===== config.mk =====
export PLATFORM = sky130hd
export DESIGN_NAME = e_clk_window_gen
export DESIGN_NICKNAME = d
export VERILOG_FILES = /design/src/rtl/e_clk_window_gen.sv
export SDC_FILE = /design/constraint.sdc
export NUM_CORES = 1
export LEC_CHECK = 0
export CAP_MARGIN = 20
export CORE_AREA = 2 2 87 89
export DETAILED_ROUTE_END_ITERATION = 16
export DIE_AREA = 0 0 89 91
export PLACE_DENSITY = 0.58
export SYNTH_ARGS = -nofsm -noshare
export SYNTH_HDL_FRONTEND = slang
export SYNTH_SLANG_ARGS = --single-unit

===== constraint.sdc =====
create_clock -name i_clk -period 1.9 [get_ports i_clk]
set_input_delay 0.57 -clock i_clk [delete_from_list [all_inputs] [get_ports i_clk]]
set_output_delay 0.57 -clock i_clk [all_outputs]
set_load 0.02 [all_outputs]

===== src/rtl/e_clk_window_gen.sv =====
// E-clock bus-buffer enable generator: N_CH programmable windows timed from the 6809 E clock,
// plus E-period measurement and stuck-E watchdog. Define E_CLK_SYNC_EN for a 2-flop input synchroniser.
module e_clk_window_gen #(
  parameter int                      N_CH      = 2,
  parameter int                      CNT_W     = 7,
  parameter logic [N_CH*CNT_W-1:0]   START_VEC = {7'd44, 7'd0},
  parameter logic [N_CH*CNT_W-1:0]   HOLD_VEC  = {7'd4, 7'd4},
  parameter logic [N_CH-1:0]         POL_MASK  = 2'b00,
  parameter int                      PER_W     = 10,
  parameter int                      TIMEOUT   = 1000
) (
  input  logic              i_clk,
  input  logic              i_rst_n,
  input  logic              i_e_clk,
  output logic [N_CH-1:0]   o_win,
  output logic              o_e_rise,
  output logic              o_e_fall,
  output logic [PER_W-1:0]  o_period,
  output logic              o_period_vld,
  output logic              o_e_stuck
);

  localparam logic [CNT_W-1:0] CNT_MAX = '1;
  localparam logic [PER_W-1:0] PER_MAX = '1;
  localparam logic [PER_W-1:0] WD_LAST = PER_W'(TIMEOUT - 1);
`ifdef E_CLK_SYNC_EN
  localparam int PRIME = 4;
`else
  localparam int PRIME = 2;
`endif

  function automatic logic [CNT_W-1:0] sat_cnt(input logic [CNT_W-1:0] v);
    return (v == CNT_MAX) ? v : v + CNT_W'(1);
  endfunction

  function automatic logic [PER_W-1:0] sat_per(input logic [PER_W-1:0] v);
    return (v == PER_MAX) ? v : v + PER_W'(1);
  endfunction

  logic             e_in;
  logic             e_q;
  logic             e_prev;
  logic [PRIME-1:0] rdy_p;
  logic             edge_ok;
  logic             rise;
  logic             fall;
  logic             armed;
  logic             armed_nxt;
  logic [CNT_W-1:0] h_cnt;
  logic [CNT_W-1:0] l_cnt;
  logic [CNT_W-1:0] h_nxt;
  logic [CNT_W-1:0] l_nxt;
  logic [N_CH-1:0]  win_nxt;
  logic [N_CH-1:0]  win_raw;
  logic [PER_W-1:0] per_cnt;
  logic [PER_W-1:0] wd_cnt;

  // Stage p0: optional synchroniser ahead of the sampling register
`ifdef E_CLK_SYNC_EN
  logic e_s1_p0;
  logic e_s2_p0;

  always_ff @(posedge i_clk) begin
    if (!i_rst_n) begin
      e_s1_p0 <= 1'b0;
      e_s2_p0 <= 1'b0;
    end else begin
      e_s1_p0 <= i_e_clk;
      e_s2_p0 <= e_s1_p0;
    end
  end

  assign e_in = e_s2_p0;
`else
  assign e_in = i_e_clk;
`endif

  // Stage p1: E sample, previous sample, and priming of the edge detector
  always_ff @(posedge i_clk) begin
    if (!i_rst_n) begin
      e_q    <= 1'b0;
      e_prev <= 1'b1;
      rdy_p  <= '0;
    end else begin
      e_q    <= e_in;
      e_prev <= e_q;
      rdy_p  <= {rdy_p[PRIME-2:0], 1'b1};
    end
  end

  // Edges are only trusted once both e_q and e_prev hold real post-reset samples,
  // so the reset values of the sample chain never look like an E transition.
  assign edge_ok = rdy_p[PRIME-1];

  always_comb begin
    rise      = edge_ok & e_q & ~e_prev;
    fall      = edge_ok & ~e_q & e_prev;
    armed_nxt = armed | rise;

    if (rise)      h_nxt = CNT_W'(1);
    else if (e_q)  h_nxt = sat_cnt(h_cnt);
    else           h_nxt = '0;

    if (fall)      l_nxt = CNT_W'(1);
    else if (!e_q) l_nxt = sat_cnt(l_cnt);
    else           l_nxt = '0;

    win_nxt = '0;
    for (int k = 0; k < N_CH; k++) begin
      if (e_q) win_nxt[k] = armed_nxt & (h_nxt >  START_VEC[k*CNT_W +: CNT_W]);
      else     win_nxt[k] = armed_nxt & (l_nxt <= HOLD_VEC[k*CNT_W +: CNT_W]);
    end
  end

  // Stage p2: phase counters, windows and edge pulses
  always_ff @(posedge i_clk) begin
    if (!i_rst_n) begin
      armed    <= 1'b0;
      h_cnt    <= '0;
      l_cnt    <= '0;
      win_raw  <= '0;
      o_e_rise <= 1'b0;
      o_e_fall <= 1'b0;
    end else begin
      armed    <= armed_nxt;
      h_cnt    <= h_nxt;
      l_cnt    <= l_nxt;
      win_raw  <= win_nxt;
      o_e_rise <= rise;
      o_e_fall <= fall;
    end
  end

  assign o_win = win_raw ^ POL_MASK;

  // Stage p2: period measurement and stuck-E watchdog
  always_ff @(posedge i_clk) begin
    if (!i_rst_n) begin
      per_cnt      <= '0;
      o_period     <= '0;
      o_period_vld <= 1'b0;
      wd_cnt       <= '0;
      o_e_stuck    <= 1'b0;
    end else begin
      o_period_vld <= 1'b0;
      if (rise) begin
        per_cnt <= '0;
        // The first rise after reset only starts the measurement.
        if (armed) begin
          o_period     <= sat_per(per_cnt);
          o_period_vld <= 1'b1;
        end
      end else begin
        per_cnt <= sat_per(per_cnt);
      end

      if (rise || fall) begin
        wd_cnt    <= '0;
        o_e_stuck <= 1'b0;
      end else begin
        wd_cnt <= sat_per(wd_cnt);
        if (wd_cnt == WD_LAST) o_e_stuck <= 1'b1;
      end
    end
  end

endmodule


==> impl_metrics.yaml <==
critical_path:
  worstSetupStartpointType: "register"
  crit_start: "o_period[5]$_SDFFE_PN0P_"
  path_max_fanout: 2
  cp.depth: 1
  ff2ff_setup_slack_ns: 0.16
  reg2reg_from: "per_cnt[0]$_SDFF_PP0_"
  cp-end-kind: "output pin"
  worst_path_largest_cell_delay_ns: 0.61
  r2r_cells: 6
  crit_slowest_cell: "clkdlybuf4s50_1"
  critical_path_class: "reg -> out"
  required_ns: 1.33
  cp.arrival_ns: 1.27
  path_delay_family: "buffers and inverters"
  crit_buf_inv: 1
  path_cells: "clkdlybuf4s50_1"
place:
  dp.cells: 408
  dpl.hpwl_um: 3620
  dp_slack_ns: 0.0479
  gp_congestion: 0.889
  dpl_cell_area_um2: 2800
  numPortBuffers: 18
timing:
  clock.fmax_mhz: 543
  holdWs_ns: 0.440
  slew_violations: 0
  slew_headroom_pct: 77.5
  setup_viol: 0
  hold_viol_final: 0
  setup_tns_ns: 0
  post-route-period-util_pct: 97.0
  fin_crit_ns: 1.84
  fin_ws_ns: 0.0577
  rsz0062_at_grt: "no"
  skew_ns: 0.00970
  worstMarginPinSlew_ns: 0.334
clock_tree:
  cts_tree: "done"
  cts-buffers-inserted: 5
  cts_setup_buffers: 0
  cts_resized: 0
  cts_buffer_depth: 2
  clock_latency_ns: 0.31
  holdBufCountCts: 0
  htreeDepth: 2
  path_clk_slew_ns: 0.10
  cts.root.buffer_cell: "clkbuf_8"
  clock-sinks: 55
routing:
  drt-total-wl_um: 4830
  wl_per_cell_um: 11.6
  num_vias: 2035
  drt_iter0_drc: 50
  ant_nets: 0
  drc: 0
  vias_per_cell: 4.90
  drt_pass1_iterations: 4
grt:
  overflow: 0
  antenna_found_initial: 0
  grt_max_degree: 17
  grt_pass1_wl_um: 8740
  grt_pass1_vias: 1984
  track_usage_pct: 13.3
floorplanning:
  die_area_um2: 8100
  initial_core_util_pct: 34.2
  die_h_um: 91
  fp.dieW_um: 89
  rows: 31
  core-area_um2: 7140
  ios: 19
synth:
  synth_nets: 295
  avgSynthCellArea_um2: 8.46
  syn-cell-area_um2: 2440
  yosys_warnings: 0
  syn-instance-count: 288
  seq_area_frac_synth_pct: 45.2
  ys_seq_elements: 55
  ys_types: 44
power_and_ir_drop:
  power_leakage_nw: 1.05
  powerDensity_nw_per_um2: 682
  vdd_drop_max_uv: 250
  finalPower_mw: 1.97
finish:
  drive_above_1_share_pct: 9.49
  layoutNonFillerInstCount: 415
  insertedDiodeCount: 0
  utilization_pct: 40.5
  nNetsFinal: 323
  final_area_um2: 2890
  n_fill_cell: 773
  syn_to_final_growth_pct: 18.5
worst_hold_path:
  hold_depth: 1
  hold_class: "reg -> reg"
  min_from: "rdy_p[0]$_DFF_P_"
status:
  status: "completed"
job:
  maxCapViolCount: 0
[sequential cells by signal, summed over array words and instances (netlist names), 2 cells and up]
signal / flops
h_cnt: 7
l_cnt: 7
o_period: 10
o_win: 2
per_cnt: 10
rdy_p: 2
wd_cnt: 10
[worst register-to-register path, stage by stage (launching register included)]
cell     delay (ns)
dfxtp_1        0.38
ha_1           0.28
nand2_4        0.10
nor3_4         0.33
nor2_2         0.07
or3_1          0.39
a21oi_2        0.13
[cells by family after synthesis]
group	Yosys count	share of synthesized area [%]
flip-flops	55	45.2
XOR/XNOR	12	4.31
buffers and inverters	15	2.52
AO/OA/AOI/OAI	57	14.9
adder cells (fa/ha/maj)	4	2.05
AND/OR/NAND/NOR	138	28.2
multiplexers	7	2.87
[final cells by class]
cell class / count / area [um2] / share of cell area, %
Clock buffer: 6 / 82.6 / 2.86
Tap cell: 99 / 124 / 4.29
Sequential cell: 55 / 1100 / 38.1
Multi-Input combinational cell: 218 / 1270 / 44.2
Timing Repair Buffer: 31 / 278 / 9.62
Clock inverter: 1 / 8.76 / 0.303
Inverter: 5 / 18.8 / 0.650
[routing by layer]
metal | vias to the layer above | part of all wire, % | wire [um] | global-route usage, %
met5 | - | 0 | 0 | 0
met4 | 0 | 1.8 | 89 | 4.85
met3 | 7 | 3.3 | 161 | 2.91
met2 | 27 | 46 | 2230 | 21.0
met1 | 931 | 49 | 2350 | 17.6
li1 | 1070 | - | - | -
[synthesized netlist by cell type (all sizes together)]
library cell  instances  share of area (%)
o2111ai               2               0.72
o2bb2ai               1               0.36
a21bo                 1               0.41
a31oi                 4                1.0
a21oi                17                3.6
a41oi                 2               0.72
nand2                25                4.2
nor4                  1               0.26
and2                  6                1.5
o21ai                17                3.5
o311ai                2               0.72
nor2                 51                8.1
clkbuf                6               0.92
and3                  3               0.77
a221o                 1               0.41
a311oi                1               0.36
a31o                  2               0.72
xnor2                 5                1.8
ha                    4                2.1
o211ai                2               0.62
or3                   3               0.77
or4                   1               0.31
mux2i                 7                2.9
a211oi                2               0.62
xor2                  7                2.5
dfxtp                55                 45
nand3                17                3.7
nand2b                5                1.3
and4b                 1               0.41
nor3                 12                2.9
buf                   4               0.82
o41a                  1               0.46
inv                   5               0.77
nor2b                 4                1.0
nand4                 8                2.7
a21boi                2               0.62
nor3b                 1               0.31
[final timing paths]
path | endpoint
worst max-delay path | o_period[5]
worst min register to register | rdy_p[1]$_SDFF_PN0_
worst min-delay path | rdy_p[1]$_SDFF_PN0_
worst max register to register | o_period[2]$_SDFFE_PN0P_
[power breakdown]
group | total (mW) | internal [mW] | switching (mW) | leakage [nW]
sequential | 1.20 | 1.17 | 0.0214 | 0.446
clock | 0.669 | 0.294 | 0.375 | 0.0477
combinational | 0.104 | 0.0462 | 0.0581 | 0.553
total | 1.97 | 1.51 | 0.454 | 1.05
[cells in the final DEF, fill, tap and decap left out, types with 2 or more instances in the layout]
cell type        count
o311ai_0             2
buf_4               13
nand3_1             16
nand4_1              7
o21ai_0             16
nor2_1              49
ha_1                 4
a21boi_0             2
a31o_2               2
xnor2_1              5
nor3_1              11
nand2_1             24
a31oi_1              4
nor2b_1              4
o2111ai_1            2
o211ai_1             2
clkdlybuf4s50_1     18
nor2_2               2
clkbuf_8             6
a211oi_1             2
xor2_1               7
a21oi_1             16
inv_1                5
and3_1               3
nand2b_1             5
dfxtp_1             55
mux2i_1              7
or3_1                3
and2_1               6
a41oi_1              2
Power figures use the tool's default switching activity.
